### src/rtl/pipe_chain.sv
// -----------------------------------------------------------------------------
// pipe_chain
//   A chain of DEPTH pipeline registers carrying a WIDTH-bit payload (typically
//   a {pc, instruction} pair) with per-stage freeze and flush control.
//
//   A freeze on stage i stalls stage i and every stage upstream of it. The
//   first stage downstream of the frozen region receives bubbles. A flush
//   kills the content of its stage and takes priority over a hold.
//   Invalid stages always carry all-zero data.
//
//   Handshake: in_ready is combinational and equals NOT hold[0]. A word is
//   captured at a rising edge only when in_valid=1 and in_ready=1 (and no
//   reset/flush of stage 0). If in_valid=1 while in_ready=0, the producer must
//   keep the word stable until it is accepted. There is no backpressure on the
//   output side; out_valid/out_data simply present the last stage.
//
// Parameters
//   WIDTH  payload width per stage (1..256)
//   DEPTH  number of pipeline registers (1..8)
//
// Ports
//   clk          rising-edge clock
//   rst          synchronous active-high reset
//   in_valid     payload on in_data is valid
//   in_data      payload entering stage 0
//   in_ready     stage 0 accepts in_data this cycle
//   freeze_vec   bit i requests stage i to hold
//   flush_vec    bit i kills the content of stage i
//   out_valid    valid bit of stage DEPTH-1
//   out_data     payload of stage DEPTH-1
//   stage_valid  per-stage valid bits
//   stage_data   all stage payloads, stage i at [i*WIDTH +: WIDTH]
//
// Optional feature (macro PIPE_CHAIN_STATS_EN)
//   bubble_count  edges (non-reset) at which out_valid was 0, saturating
//   flush_count   valid stages killed by flush, saturating
// -----------------------------------------------------------------------------
module pipe_chain #(
    parameter int WIDTH = 64,
    parameter int DEPTH = 4
) (
    input  logic                   clk,
    input  logic                   rst,
    input  logic                   in_valid,
    input  logic [WIDTH-1:0]       in_data,
    output logic                   in_ready,
    input  logic [DEPTH-1:0]       freeze_vec,
    input  logic [DEPTH-1:0]       flush_vec,
    output logic                   out_valid,
    output logic [WIDTH-1:0]       out_data,
    output logic [DEPTH-1:0]       stage_valid,
    output logic [DEPTH*WIDTH-1:0] stage_data
`ifdef PIPE_CHAIN_STATS_EN
    ,
    output logic [31:0]            bubble_count,
    output logic [31:0]            flush_count
`endif
);

    logic [DEPTH-1:0] hold;
    logic [DEPTH-1:0] v_q;
    logic [DEPTH-1:0] v_nxt;
    logic [WIDTH-1:0] d_q   [DEPTH];
    logic [WIDTH-1:0] d_nxt [DEPTH];

    // hold[i] is the OR of all freeze bits at or downstream of stage i.
    always_comb begin
        logic acc;
        hold = '0;
        acc  = 1'b0;
        for (int i = DEPTH - 1; i >= 0; i--) begin
            acc     = acc | freeze_vec[i];
            hold[i] = acc;
        end
    end

    assign in_ready = ~hold[0];

    // Next-state per stage: flush > hold > load.
    always_comb begin
        v_nxt = v_q;
        d_nxt = d_q;

        if (flush_vec[0]) begin
            v_nxt[0] = 1'b0;
            d_nxt[0] = '0;
        end else if (!hold[0]) begin
            v_nxt[0] = in_valid;
            d_nxt[0] = in_valid ? in_data : '0;
        end

        for (int i = 1; i < DEPTH; i++) begin
            if (flush_vec[i]) begin
                v_nxt[i] = 1'b0;
                d_nxt[i] = '0;
            end else if (!hold[i]) begin
                // Upstream stage is held: it keeps its word, so send a bubble.
                if (hold[i-1]) begin
                    v_nxt[i] = 1'b0;
                    d_nxt[i] = '0;
                end else begin
                    v_nxt[i] = v_q[i-1];
                    d_nxt[i] = d_q[i-1];
                end
            end
        end
    end

    always_ff @(posedge clk) begin
        if (rst) begin
            v_q <= '0;
            for (int i = 0; i < DEPTH; i++) begin
                d_q[i] <= '0;
            end
        end else begin
            v_q <= v_nxt;
            d_q <= d_nxt;
        end
    end

    assign out_valid   = v_q[DEPTH-1];
    assign out_data    = d_q[DEPTH-1];
    assign stage_valid = v_q;

    always_comb begin
        stage_data = '0;
        for (int i = 0; i < DEPTH; i++) begin
            stage_data[i*WIDTH +: WIDTH] = d_q[i];
        end
    end

`ifdef PIPE_CHAIN_STATS_EN
    logic [3:0]  n_flushed;
    logic [32:0] flush_sum;

    // Number of valid stages killed by a flush at this edge.
    always_comb begin
        n_flushed = '0;
        for (int i = 0; i < DEPTH; i++) begin
            n_flushed = n_flushed + {3'b000, (v_q[i] & flush_vec[i])};
        end
    end

    assign flush_sum = {1'b0, flush_count} + {29'd0, n_flushed};

    always_ff @(posedge clk) begin
        if (rst) begin
            bubble_count <= '0;
            flush_count  <= '0;
        end else begin
            if (!v_q[DEPTH-1] && (bubble_count != 32'hFFFF_FFFF)) begin
                bubble_count <= bubble_count + 32'd1;
            end
            flush_count <= flush_sum[32] ? 32'hFFFF_FFFF : flush_sum[31:0];
        end
    end
`endif

endmodule

### config.mk
export PLATFORM = sky130hd
export DESIGN_NAME = pipe_chain
export DESIGN_NICKNAME = d
export VERILOG_FILES = /design/src/rtl/pipe_chain.sv
export SDC_FILE = /design/constraint.sdc
export NUM_CORES = 1
export LEC_CHECK = 0
export CELL_PAD_IN_SITES_DETAIL_PLACEMENT = 1
export CELL_PAD_IN_SITES_GLOBAL_PLACEMENT = 1
export CORE_MARGIN = 4
export CORE_UTILIZATION = 32
export CTS_CLUSTER_SIZE = 20
export DETAILED_ROUTE_END_ITERATION = 16
export GPL_TIMING_DRIVEN = 0
export PLACE_DENSITY_LB_ADDON = 0.1
export REMOVE_ABC_BUFFERS = 1
export SLEW_MARGIN = 15
export SYNTH_ARGS = -nofsm -noshare
export SYNTH_HDL_FRONTEND = slang
export SYNTH_SLANG_ARGS = --single-unit
### constraint.sdc
create_clock -name clk -period 1.5 [get_ports clk]
set_input_delay 0.225 -clock clk [delete_from_list [all_inputs] [get_ports clk]]
set_output_delay 0.225 -clock clk [all_outputs]
set_load 0.1 [all_outputs]
After elaboration in Yosys (flattened, before gate mapping)
Cells that the tools add are included.
- mux-type cells: 7
- shifts and indexed selects: 0
- reduce and logical (&&, ||, !) cells: 4
- $lt $le $gt $ge: 0
- equality and inequality tests: 0
- div/mod/pow operators: 0
- add/subtract/negate cells: 0
- bitwise operators: 4
- multipliers: 0
- operators with widths (kind ; number):
    64-bit two-way mux ; 4
    2-bit OR reduction ; 4
    1-bit two-way mux ; 3
    1-bit bitwise OR ; 3
    1-bit NOT ; 1
- latch bits: 0
- memory bits (read-only): 0
- memories: 0
- RAM bits: 0
- bits of input ports: 75
- register bits: 260
- output and inout bits: 326
- word-level logic and storage cells: 23

Longest topological paths before layout
- word-level depth: 4
- depth in mapped cells: 6
- gate-level depth less buffers: 2

Least setup slack after synthesis
Ideal clock, no wire load.
- kind: reg-to-reg
- from: register d_q (netlist bit stage_data[67])
- to: register d_q (netlist bit stage_data[131])
- cell stages (with the launch flop): 3
- period minus slack after synthesis: 1620 ps
- arrival time: 1549 ps
- setup time: 70 ps
- data required time: 1430 ps
- path buffers: 0
- setup slack: -120 ps
- cells stage by stage: dfxtp_1 > or4b_1 > a21oi_1
- cells in the longest elaborated chain, start to end: 1
- RTL lines (element ; RTL line ; RTL):
    start, declared ; 63 ; logic [WIDTH-1:0] d_q [DEPTH];
    start signal, assigned ; 117 ; d_q <= d_nxt;
    64-bit two-way mux ; 98 ; if (hold[i-1]) begin
No other way between the ends.
A chain may end at the register's enable or synchronous reset.

Worst setup path in the final report
- from: input port freeze_vec[0]
- to: output port in_ready
- cells in the longest elaborated chain, start to end: 2
- RTL lines (element ; RTL line ; RTL):
    start, declared ; 47 ; input logic [DEPTH-1:0] freeze_vec,
    1-bit bitwise OR ; 72 ; acc = acc | freeze_vec[i];
    1-bit NOT ; 77 ; assign in_ready = ~hold[0];
    end, declared ; 46 ; output logic in_ready,
No other way between the ends.

==> run_results.csv <==
group,metric,value,unit
cells_and_area,layout_common_cells,"323 x buf_4, 258 x dfxtp_1, 131 x nor3b_1, 130 x a21oi_1, 122 x mux2_2",
clocking,cts_root_buffer,"clkbuf_16",
power,p_sw_share,24.6,%
placed_design,port_buffers,400,
clocking,clockBufferDepth,3,
clocking,clk_pin_slew,0.05,ns
flow_run,max-cap-violations,0,
setup_path,cp-end-kind,"output port",
yosys,synth_cell_type_count,21,
sta,slew_headroom,48.1,%
yosys,syn_area,12600,sq um
floorplanning,core_area,38700,sq um
setup_path,start_kind,"input port",
grt,grt_first_pass_wirelength,72.4,mm
setup_path,critPathMaxStageDelay,0.32,ns
floorplanning,fp-row-count,72,
sta,min_period_over_period,99.2,%
setup_path,reg2reg_slack,0.43,ns
placed_design,dpl_cell_area,16400,sq um
grt,grt_max_degree,130,
setup_path,worstPathMaxFanout,49,
sta,setup_viol,0,
sta,hold-worst-slack,0.0358,ns
floorplanning,initial_core_util,32.5,%
grt,antenna_found_initial,7,
grt,grt_pass1_vias,11124,
placed_design,place_ws,-1.81,ns
setup_path,crit_path_frequent_cell,"buf_12",
cells_and_area,nNetsFinal,1595,
floorplanning,io-pin-count,401,
sta,finClkSkew,0.0101,ns
placed_design,gp_congestion,0.693,
sta,period_needed,1.49,ns
setup_path,cp_top_family,"buffers and inverters",
cells_and_area,syn2layout_area_growth,36.3,%
cells_and_area,layout_commonest_cell,"buf_4",
power,power_density,944,nW/um^2
floorplanning,die_w,206,microns
sta,rsz0062_at_grt,"yes",
sta,slew_viol_final,0,
drt,wl_per_cell,24.6,microns
setup_path,worstSetupStartpoint,"freeze_vec[0]",
yosys,synth_seq_area_share,41.3,%
setup_path,crit_buf_inv,4,
clocking,clock-sinks,260,
drt,drt_iter0_drc,510,
setup_path,reg2reg_from,"stage_data[161]",
power,p_int,12.2,mW
status,outcome,"completed",
setup_path,slowest_stage,"nor4_4",
power,p_sw,3.99,mW
setup_path,r2r-end,"out_data[33]",
drt,wl,50.7,mm
power,p_comb_share,8.6,%
clocking,cts_buffers,34,
setup_path,arrival,1.26,ns
drt,drc,0,
floorplanning,die_h,206,microns
setup_path,path_cells,"buf_12 -> nor4_4 -> buf_6 -> buf_12 -> buf_16",
power,p_seq_share,42.7,%
yosys,ys_seq_elements,260,
yosys,syn_area_per_cell,9.94,sq um
setup_path,critical_path_depth,5,
drt,viasPerCell,5.38,
sta,tightest_slew,0.779,ns
power,clockPowerShare,48.7,%
grt,grt-ovfl-total,0,
setup_path,path_class,"in -> out",
yosys,syn-instance-count,1266,
clocking,cts_tree,"yes",
drt,num_vias,11089,
setup_path,required,1.27,ns
cells_and_area,final_area,17200,sq um
sta,fmax,0.672,GHz
clocking,clk_latency,0.53,ns
drt,antenna_left,0,
power,power.leakage,6.51,nW
grt,track_usage,22.0,%
floorplanning,die_area,42600,sq um
power,irDropWorstVdd,562,uV
sta,worst_slack,0.0118,ns
worst_hold_path,hp-class,"in -> reg",
drt,drtPass1Iterations,4,
yosys,yosys_warnings,0,
clocking,cts_hold_buf,0,
sta,final_hold_viol_count,0,
placed_design,place_hpwl,28.0,mm
clocking,htreeDepth,2,
setup_path,r2r_cells,2,
cells_and_area,drive_gt1_share,39.7,%
setup_path,critPathCapture,"in_ready",
[per-layer routing]
layer	vias up	track usage, %	routed length (microns)
li1	5087	-	-
met1	5609	28.3	21800
met2	322	36.1	24300
met3	63	6.12	3490
met4	8	6.39	1070
met5	-	0	56
[tightest hold or removal path: stages]
cell	delay, ns
buf_12	0.12
or4b_1	0.11
a21oi_1	0.05
[stage by stage]
stage                     instances  setup TNS (ns)  utilization (%)  power, mW
after floorplan                1044         -486.21                -       7.35
after global routing           2062         -0.0666             44.3       16.8
after global placement         1962        -3150.24             41.3       8.15
after detailed placement       1988         -254.46             42.4       8.24
after CTS                      2058          -0.495             44.1       16.4
final                          2062               0             44.3       16.2
[sequential cells by signal (all words and copies together) (netlist names)]
register     cells
out_data        64
stage_data     192
stage_valid      4
[area by class of cell]
class,instances,area [sq um]
Tap cell,518,648
Sequential cell,260,5210
Clock buffer,55,1050
Multi-Input combinational cell,785,6160
Timing Repair Buffer,439,4070
Clock inverter,2,10.0
Antenna cell,3,7.51
Fill cell,4277,21600
[what timing repair did]
| item | CTS | global route |
|---|---|---|
| buffers inserted | 5 | 0 |
| cloned | 10 | 3 |
| endpoints found under the setup margin | 504 | 25 |
| endpoints found under the hold margin | 0 | 0 |
| gates resized for setup | 1973 | 17 |
| pin swaps | 3 | 1 |
[synth_stat cells, drive strengths merged]
library cell  instances  area share [%]
buf                 109             6.5
nand2                65             1.9
nor3                  1           0.040
nor4b                65             4.5
or2                   2           0.099
mux2                130              12
clkbuf              113             3.4
or4b                 65             5.2
o21ai                65             2.6
nor3b               131             7.8
nor4bb               64             5.1
or3b                 65             4.5
a21oi               130             5.2
nor4                  1            0.17
dfxtp               260              41
[power groups by stage]
stage	Sequential [mW]	Clock (mW)	Combinational [mW]
after floorplan	7.13	0	0.217
after detailed placement	7.07	0	1.17
after global routing	6.92	8.44	1.47
final	6.92	7.88	1.39
after CTS	6.92	8.14	1.38
after global placement	7.07	0	1.07
[cell families (layout without fill, tap and decap cells)]
family	count (synthesis)	count (layout)	share of synthesized area (%)
buffers and inverters	222	496	9.91
AND/OR/NAND/NOR	459	460	29.4
flip-flops	260	260	41.3
multiplexers	130	130	11.6
AO/OA/AOI/OAI	195	195	7.75
other	0	3	0
[how the worst min path moves through the flow]
stage	start	endpoint	slack, ns	depth (start not counted)
after floorplan	freeze_vec[3]	out_data[0]	0.37	2
after global placement	out_data[63]	out_data[63]	0.46	2
after detailed placement	out_data[63]	out_data[63]	0.47	2
after CTS	freeze_vec[1]	stage_data[186]	0.004	3
after global routing	freeze_vec[1]	stage_data[176]	0.04	3
final	freeze_vec[1]	stage_data[186]	0.04	3
Power figures use the tool's default switching activity.
